<file path="src/rtl/spi_sequencer.sv">
// SPI transaction sequencer: loads TX bytes into the SPI data registers, kicks the
// control register, polls for completion, then streams the received bytes back out.
module spi_sequencer #(
   parameter int MAX_BYTES = 16,
   parameter int TIMEOUT   = 65535
) (
   input  logic        clk_pi,
   input  logic        reset_pi,
   input  logic        start_i,
   input  logic [9:0]  n_bytes_i,
   input  logic [7:0]  tx_data_i,
   input  logic        tx_valid_i,
   output logic        tx_ready_o,
   output logic [7:0]  rx_data_o,
   output logic        rx_valid_o,
   output logic        busy_o,
   output logic        done_o,
   output logic        err_o,
   output logic        spi_wr_o,
   output logic        spi_reg_sel_o,
   output logic [31:0] spi_data_o,
   output logic [9:0]  spi_addr_o,
   input  logic [31:0] spi_data_i
);

   localparam int              CW        = (TIMEOUT < 2) ? 1 : $clog2(TIMEOUT + 1);
   localparam logic [9:0]      MAX_N     = 10'(MAX_BYTES);
   localparam logic [CW-1:0]   POLL_LAST = CW'(TIMEOUT - 1);

   localparam logic [2:0] IDLE   = 3'd0;
   localparam logic [2:0] LOAD   = 3'd1;
   localparam logic [2:0] CONFIG = 3'd2;
   localparam logic [2:0] WAIT   = 3'd3;
   localparam logic [2:0] POLL   = 3'd4;
   localparam logic [2:0] READ   = 3'd5;
   localparam logic [2:0] DONE   = 3'd6;
   localparam logic [2:0] ERR    = 3'd7;

   logic [2:0]    state_reg, state_next;
   logic [9:0]    n_reg, n_next;
   logic [9:0]    k_reg, k_next;
   logic [CW-1:0] cnt_reg, cnt_next;
   logic [7:0]    rx_data_reg;
   logic          rx_valid_reg;

   logic [9:0]    n_last;
   logic          k_last;
   logic          n_ok;
   logic          wr_data;
   logic [31:0]   ctrl_word;
   logic          unused_bits;

   assign n_last  = n_reg - 10'd1;
   assign k_last  = (k_reg == n_last);
   assign n_ok    = (n_bytes_i != 10'd0) && (n_bytes_i <= MAX_N);
   assign wr_data = (state_reg == LOAD) && tx_valid_i;

   // Control word: send=1, n_tx_end=N-1, n_rx=0; cs_ctrl/all_1s/all_0s stay 0.
   assign ctrl_word = {6'b0, 10'b0, 3'b0, n_last[8:0], 4'b0001};

   // Only the low byte and the busy bit of the SPI read bus matter here.
   assign unused_bits = ^spi_data_i[31:8];

   always_comb begin
      state_next = state_reg;
      n_next     = n_reg;
      k_next     = k_reg;
      cnt_next   = cnt_reg;
      case (state_reg)
         IDLE: begin
            if (start_i) begin
               if (n_ok) begin
                  state_next = LOAD;
                  n_next     = n_bytes_i;
                  k_next     = 10'd0;
               end else begin
                  state_next = ERR;
               end
            end
         end
         LOAD: begin
            if (tx_valid_i) begin
               if (k_last) begin
                  state_next = CONFIG;
                  k_next     = 10'd0;
               end else begin
                  k_next = k_reg + 10'd1;
               end
            end
         end
         CONFIG: begin
            state_next = WAIT;
            cnt_next   = '0;
         end
         WAIT: begin
            if (cnt_reg == CW'(1)) begin
               state_next = POLL;
               cnt_next   = '0;
            end else begin
               cnt_next = cnt_reg + CW'(1);
            end
         end
         POLL: begin
            if (!spi_data_i[0]) begin
               state_next = READ;
               k_next     = 10'd0;
               cnt_next   = '0;
            end else if (cnt_reg == POLL_LAST) begin
               state_next = ERR;
               cnt_next   = '0;
            end else begin
               cnt_next = cnt_reg + CW'(1);
            end
         end
         READ: begin
            if (k_last) begin
               state_next = DONE;
               k_next     = 10'd0;
            end else begin
               k_next = k_reg + 10'd1;
            end
         end
         DONE:    state_next = IDLE;
         ERR:     state_next = IDLE;
         default: state_next = IDLE;
      endcase
   end

   always_ff @(posedge clk_pi or posedge reset_pi) begin
      if (reset_pi) begin
         state_reg    <= IDLE;
         n_reg        <= 10'd0;
         k_reg        <= 10'd0;
         cnt_reg      <= '0;
         rx_data_reg  <= 8'd0;
         rx_valid_reg <= 1'b0;
      end else begin
         state_reg    <= state_next;
         n_reg        <= n_next;
         k_reg        <= k_next;
         cnt_reg      <= cnt_next;
         rx_valid_reg <= (state_reg == READ);
         if (state_reg == READ) begin
            rx_data_reg <= spi_data_i[7:0];
         end
      end
   end

   // Outputs decode straight from state so an asynchronous reset clears them at once.
   assign busy_o        = (state_reg != IDLE);
   assign done_o        = (state_reg == DONE);
   assign err_o         = (state_reg == ERR);
   assign tx_ready_o    = (state_reg == LOAD);
   assign rx_valid_o    = rx_valid_reg;
   assign rx_data_o     = rx_data_reg;
   assign spi_wr_o      = wr_data || (state_reg == CONFIG);
   assign spi_reg_sel_o = wr_data || (state_reg == READ);
   assign spi_addr_o    = (wr_data || (state_reg == READ)) ? k_reg : 10'd0;
   assign spi_data_o    = wr_data ? {24'b0, tx_data_i} :
                          (state_reg == CONFIG) ? ctrl_word : 32'd0;

endmodule

</file>
<file path="config.mk">
export PLATFORM = sky130hd
export DESIGN_NAME = spi_sequencer
export DESIGN_NICKNAME = d
export VERILOG_FILES = /design/src/rtl/spi_sequencer.sv
export SDC_FILE = /design/constraint.sdc
export NUM_CORES = 1
export LEC_CHECK = 0
export ABC_AREA = 1
export CORE_MARGIN = 4
export CORE_UTILIZATION = 47
export CTS_BUF_LIST = sky130_fd_sc_hd__clkbuf_4
export DETAILED_ROUTE_END_ITERATION = 7
export PLACE_DENSITY_LB_ADDON = 0.12
export SYNTH_ARGS = -nofsm -noshare
export SYNTH_HDL_FRONTEND = slang
export SYNTH_SLANG_ARGS = --single-unit
export TNS_END_PERCENT = 30
</file>
<file path="constraint.sdc">
create_clock -name clk_pi -period 2.8 [get_ports clk_pi]
set_clock_uncertainty 0.2 [all_clocks]
set_input_delay 0.42 -clock clk_pi [delete_from_list [all_inputs] [get_ports clk_pi]]
set_output_delay 0.42 -clock clk_pi [all_outputs]
set_load 0.05 [all_outputs]
</file>
=== Word-level counts from Yosys, hierarchy flattened ===
Index checks and enable logic that the tools add are counted.

* Input bits: 54
* Output and inout port bits: 57
* Register bits after elaboration: 48

* Mux-type cells: 22
* Magnitude comparators: 1
* Add/subtract/negate cells: 3
* Reductions and logical operators: 13
* Equality and inequality tests: 18

{| class="wikitable"
|+ Operator list
! operator !! number
|-
| 10-bit 2-to-1 mux || 6
|-
| 16-bit 2-to-1 mux || 3
|-
| 16-bit one-hot mux with 3 select lines || 1
|-
| 10-bit one-hot mux with 4 select lines || 1
|-
| 13-bit 2-to-1 mux || 2
|-
| 3-bit 2-to-1 mux || 8
|-
| 3-bit one-hot mux with 7 select lines || 1
|-
| 16-bit by 1-bit adder with 16-bit output, second input constant || 1
|-
| 16-bit by 1-bit equality test with 1-bit output, second input constant || 1
|-
| 16-bit equality test, second input constant || 1
|-
| 3-bit equality test, second input constant || 4
|-
| 2-bit inequality test, second input constant || 6
|-
| 10-bit by 1-bit adder with 10-bit output, second input constant || 1
|-
| 10-bit equality test || 1
|-
| 10-bit by 5-bit <= comparator with 1-bit output, second input constant || 1
|-
| 10-bit nonzero test || 1
|-
| 10-bit by 1-bit subtractor with 10-bit output, second input constant || 1
|-
| 3-bit by 2-bit equality test with 1-bit output, second input constant || 2
|-
| 6-bit AND reduction || 1
|-
| 3-bit nonzero test || 2
|-
| 5-bit AND reduction || 1
|-
| 4-bit nonzero test || 1
|-
| 3-bit by 1-bit equality test with 1-bit output, second input constant || 1
|-
| 3-bit zero test || 1
|-
| 6 further kinds || 8
|}

=== Longest topological paths before layout ===
* Word-level depth: 5
* Depth in mapped cells: 16

=== Worst setup path before layout ===
OpenSTA, ideal clock, no wires.

* Kind: register to output
* From: register state_reg[1]
* To: output spi_addr_o[0]
* Arrival: 2,341 ps
* Path buffers: 1
* Slack: -161 ps
* Stages on the path, launching flop included: 9
* Path through: dfrtp_1 > inv_1 > nand2_2 > nor2_2 > nand2_1 > inv_1 > nor2_1 > buf_2 > nor2_1

* Cells in the longest elaborated chain, start to end: 4
* Elaborated cells on any way between the ends: 5
* Classes of those cells: eq/ne (2); mux (1); reduce/logical (2)

{| class="wikitable"
|+ Ends and longest elaborated chain
! what !! RTL line !! source
|-
| start, declared || 39 || <nowiki>logic [2:0] state_reg, state_next;</nowiki>
|-
| start signal, assigned || 138 || <nowiki>state_reg <= state_next;</nowiki>
|-
| 3-bit by 1-bit equality test with 1-bit output || n/a ||
|-
| via tx_ready_o || 13 || <nowiki>output logic tx_ready_o,</nowiki>
|-
| 1-bit logical AND || 56 || <nowiki>assign wr_data = (state_reg == LOAD) && tx_valid_i;</nowiki>
|-
| 1-bit logical OR || 158 || <nowiki>assign spi_addr_o = (wr_data || (state_reg == READ)) ? k_reg : 10'd0;</nowiki>
|-
| 10-bit 2-to-1 mux || 158 ||
|-
| end, declared || 22 || <nowiki>output logic [9:0] spi_addr_o,</nowiki>
|}

The timed path passes the listed nets, and every way through them passes these cells.

=== Final worst setup path ===
* From: register state_reg[0]
* To: output tx_ready_o

* Cells in the longest elaborated chain, start to end: 1

{| class="wikitable"
|+ Ends and longest elaborated chain
! what !! RTL line !! source
|-
| 3-bit by 1-bit equality test with 1-bit output || 153 || <nowiki>assign tx_ready_o = (state_reg == LOAD);</nowiki>
|-
| end, declared || 13 ||
|}

No other way between the ends.

==> flow_summary.json <==
{
  "synth_ff_type": "dfrtp_1",
  "path_cells": "nand2_2 -> nor2_2 -> clkdlybuf4s50_1",
  "netlist_area_sq_um": 3210,
  "p_total_mw": 3.49,
  "rsz0062_at_grt": "false",
  "synth_common_cells": "112 x nand2_1, 56 x inv_1, 49 x nor2_1",
  "yosysMostFrequentCell": "nand2_1",
  "num_vias": 3055,
  "grt_pass1_vias": 2855,
  "final.fill_count": 619,
  "cts_tree": "built",
  "gp_congestion": 0.890,
  "ys_types": 31,
  "worstSetupStartpointType": "flop",
  "drc": 0,
  "finalCritPeriodShare_pct": 95.9,
  "hp-class": "input port to async pin",
  "dp_cells": 590,
  "r2r_cells": 15,
  "finalNonFillerCells": 598,
  "wirelength_mm": 7.99,
  "layout.nets": 579,
  "htreeDepth": 2,
  "antenna_found_initial": 0,
  "slowest_stage": "clkdlybuf4s50_1",
  "async_reset_ff_share_pct": 100,
  "max-clock-path-buffers": 2,
  "cp.arrival_ns": 2.06,
  "place_area_sq_um": 3900,
  "synthCells": 452,
  "synth_edf_count": 0,
  "finalHoldViolCount": 0,
  "cp.depth": 3,
  "synth_top_area_cell": "dfrtp_1",
  "cts_root_buffer": "clkbuf_4",
  "grt_usage_pct": 19.9,
  "slew_violations": 0,
  "drive_gt1_share_pct": 14.4,
  "dp_hpwl_mm": 6.24,
  "largest_reg_flops": 16,
  "netlist_top_cells_area": "dfrtp_1 37%, nand2_1 13%, inv_1 6.6%",
  "ir_worst_vdd_v": 0.000692,
  "placementRows": 29,
  "die_h_um": 90.6,
  "cts_resized": 1,
  "cts_made_buffers": 5,
  "cap_viol_max_count": 0,
  "fmax_mhz": 372,
  "yosysWarnings": 0,
  "io_pins": 111,
  "period_minus_slack_ns": 2.68,
  "ctsHoldBuffers": 0,
  "power_density_nw_per_um2": 876,
  "grt_pass1_wl_mm": 13.6,
  "syn_area_per_cell_sq_um": 7.10,
  "avgViaCountPerCell": 5.11,
  "coreArea_sq_um": 6490,
  "status": "finished clean",
  "slew_headroom_pct": 63.7,
  "path_buf_inv": 1,
  "die_w_um": 90.6,
  "crit_family": "buffers and inverters",
  "endpoint_kind": "output port",
  "crit_type": "flop to output port",
  "crit_path_max_incr_delay_ns": 0.84,
  "detail_route.wl_per_cell_um": 13.4,
  "hold_ws_ns": 0.167,
  "io_buffers": 67,
  "synth_top_area_share_pct": 37.4,
  "ys_ff_latch": 48,
  "cts_setup_buffers": 0,
  "ys_seq_area_share_pct": 37.4,
  "postRouteAntennaNets": 0,
  "crit_fanout": 7,
  "grt_max_degree": 28,
  "drt_iter0_drc": 119,
  "path_clk_slew_ns": 0.16,
  "area_growth_pct": 24.2,
  "final_area_sq_um": 3990,
  "dp_slack_ns": 0.367,
  "cts.sinks": 48,
  "setup_ws_ns": 0.115,
  "grt_overflow": 0,
  "clk_latency_ns": 0.37,
  "antennaDiodeCount": 0,
  "worst_pin_slew_ns": 0.542,
  "finalSetupViolations": 0,
  "drt_pass1_iterations": 4,
  "die-area_sq_um": 8210,
  "cp_data_required_time_ns": 2.18,
  "leakage_nw": 1.85,
  "initial_utilization_pct": 49.4
}
==> metrics by stage <==
stage                     TNS [ns]  util, %
final                            0     61.4
after global routing             0     61.4
after CTS                        0     61.3
after detailed placement         0     60.0
after global placement           0     60.0
after floorplan              -1.45        -
==> cell usage in the layout (no fill, tap or decap), drive strengths merged <==
master         count
buf               30
nand2            120
clkinv             1
o21ai             23
ha                 5
clkbuf             5
dfrtp             48
xor2              15
nor3              12
clkinvlp           1
bufinv             1
a21oi             14
nand4              9
conb              19
nand3             36
or2                1
a31o               1
nor4               3
clkdlybuf4s50     42
nor2              60
a31oi              1
o22ai             12
inv               61
xnor2              1
==> routing by layer <==
| metal | track usage (%) | routed length, um | vias up |
|---|---|---|---|
| met1 | 26.1 | 3670 | 1421 |
| li1 | - | - | 1542 |
| met4 | 5.99 | 114 | 0 |
| met2 | 33.7 | 3840 | 84 |
| met5 | 0 | 0 | - |
| met3 | 3.33 | 371 | 8 |
==> final timing paths <==
path / startpoint / slack [ns] / endpoint
max in group asynchronous: reset_pi / 1.72 / k_reg[9]$_DFFE_PP0P_
min in group clk_pi: rx_data_o[6]$_DFFE_PP0P_ / 0.29 / rx_data_o[6]$_DFFE_PP0P_
max reg2reg: n_reg[0]$_DFFE_PP0P_ / 0.51 / state_reg[2]$_DFFE_PP0P_
min: reset_pi / 0.17 / n_reg[9]$_DFFE_PP0P_
max: state_reg[0]$_DFFE_PP0P_ / 0.12 / tx_ready_o
min reg2reg: rx_data_o[6]$_DFFE_PP0P_ / 0.29 / rx_data_o[6]$_DFFE_PP0P_
==> cells by family after synthesis <==
family	Yosys count	share of synthesized area [%]
and+or+nand+nor	241	33.7
buffers and inverters	90	13.7
AOI/OAI and AO/OA	51	8.81
DFF	48	37.4
xor gates and xnor gates	16	4.37
adders and majority gates	5	1.95
other	1	0.117
==> worst register-to-register path, cell delays in order (launching register included) <==
cell and delay [ns]:
dfrtp_1 0.45, inv_2 0.13, ha_2 0.29, inv_1 0.08, nand2_2 0.09, nand2_1 0.07, nand2_1 0.05, nand2_1 0.06
nor2_2 0.07, nand3_1 0.09, nor2_2 0.13, nand3_2 0.12, nand2_4 0.16, nand2_1 0.09, nand2_1 0.06, nand2_1 0.05
==> report_power, final <==
group          total, mW  leakage, nW  switching, mW  internal (mW)
Clock              0.423       0.0412          0.237          0.187
Sequential         0.991        0.601          0.149          0.842
Combinational       2.08         1.20           1.43          0.648
==> area by class of cell <==
cell class | instances | area [sq um] | share of cell area [%]
Tap cell | 77 | 96.3 | 2.42
Multi-Input combinational cell | 332 | 1650 | 41.3
Inverter | 61 | 229 | 5.75
Timing Repair Buffer | 72 | 733 | 18.4
Sequential cell | 48 | 1200 | 30.1
Clock buffer | 5 | 37.5 | 0.942
Clock inverter | 3 | 42.5 | 1.07
Power figures use the tool's default switching activity.
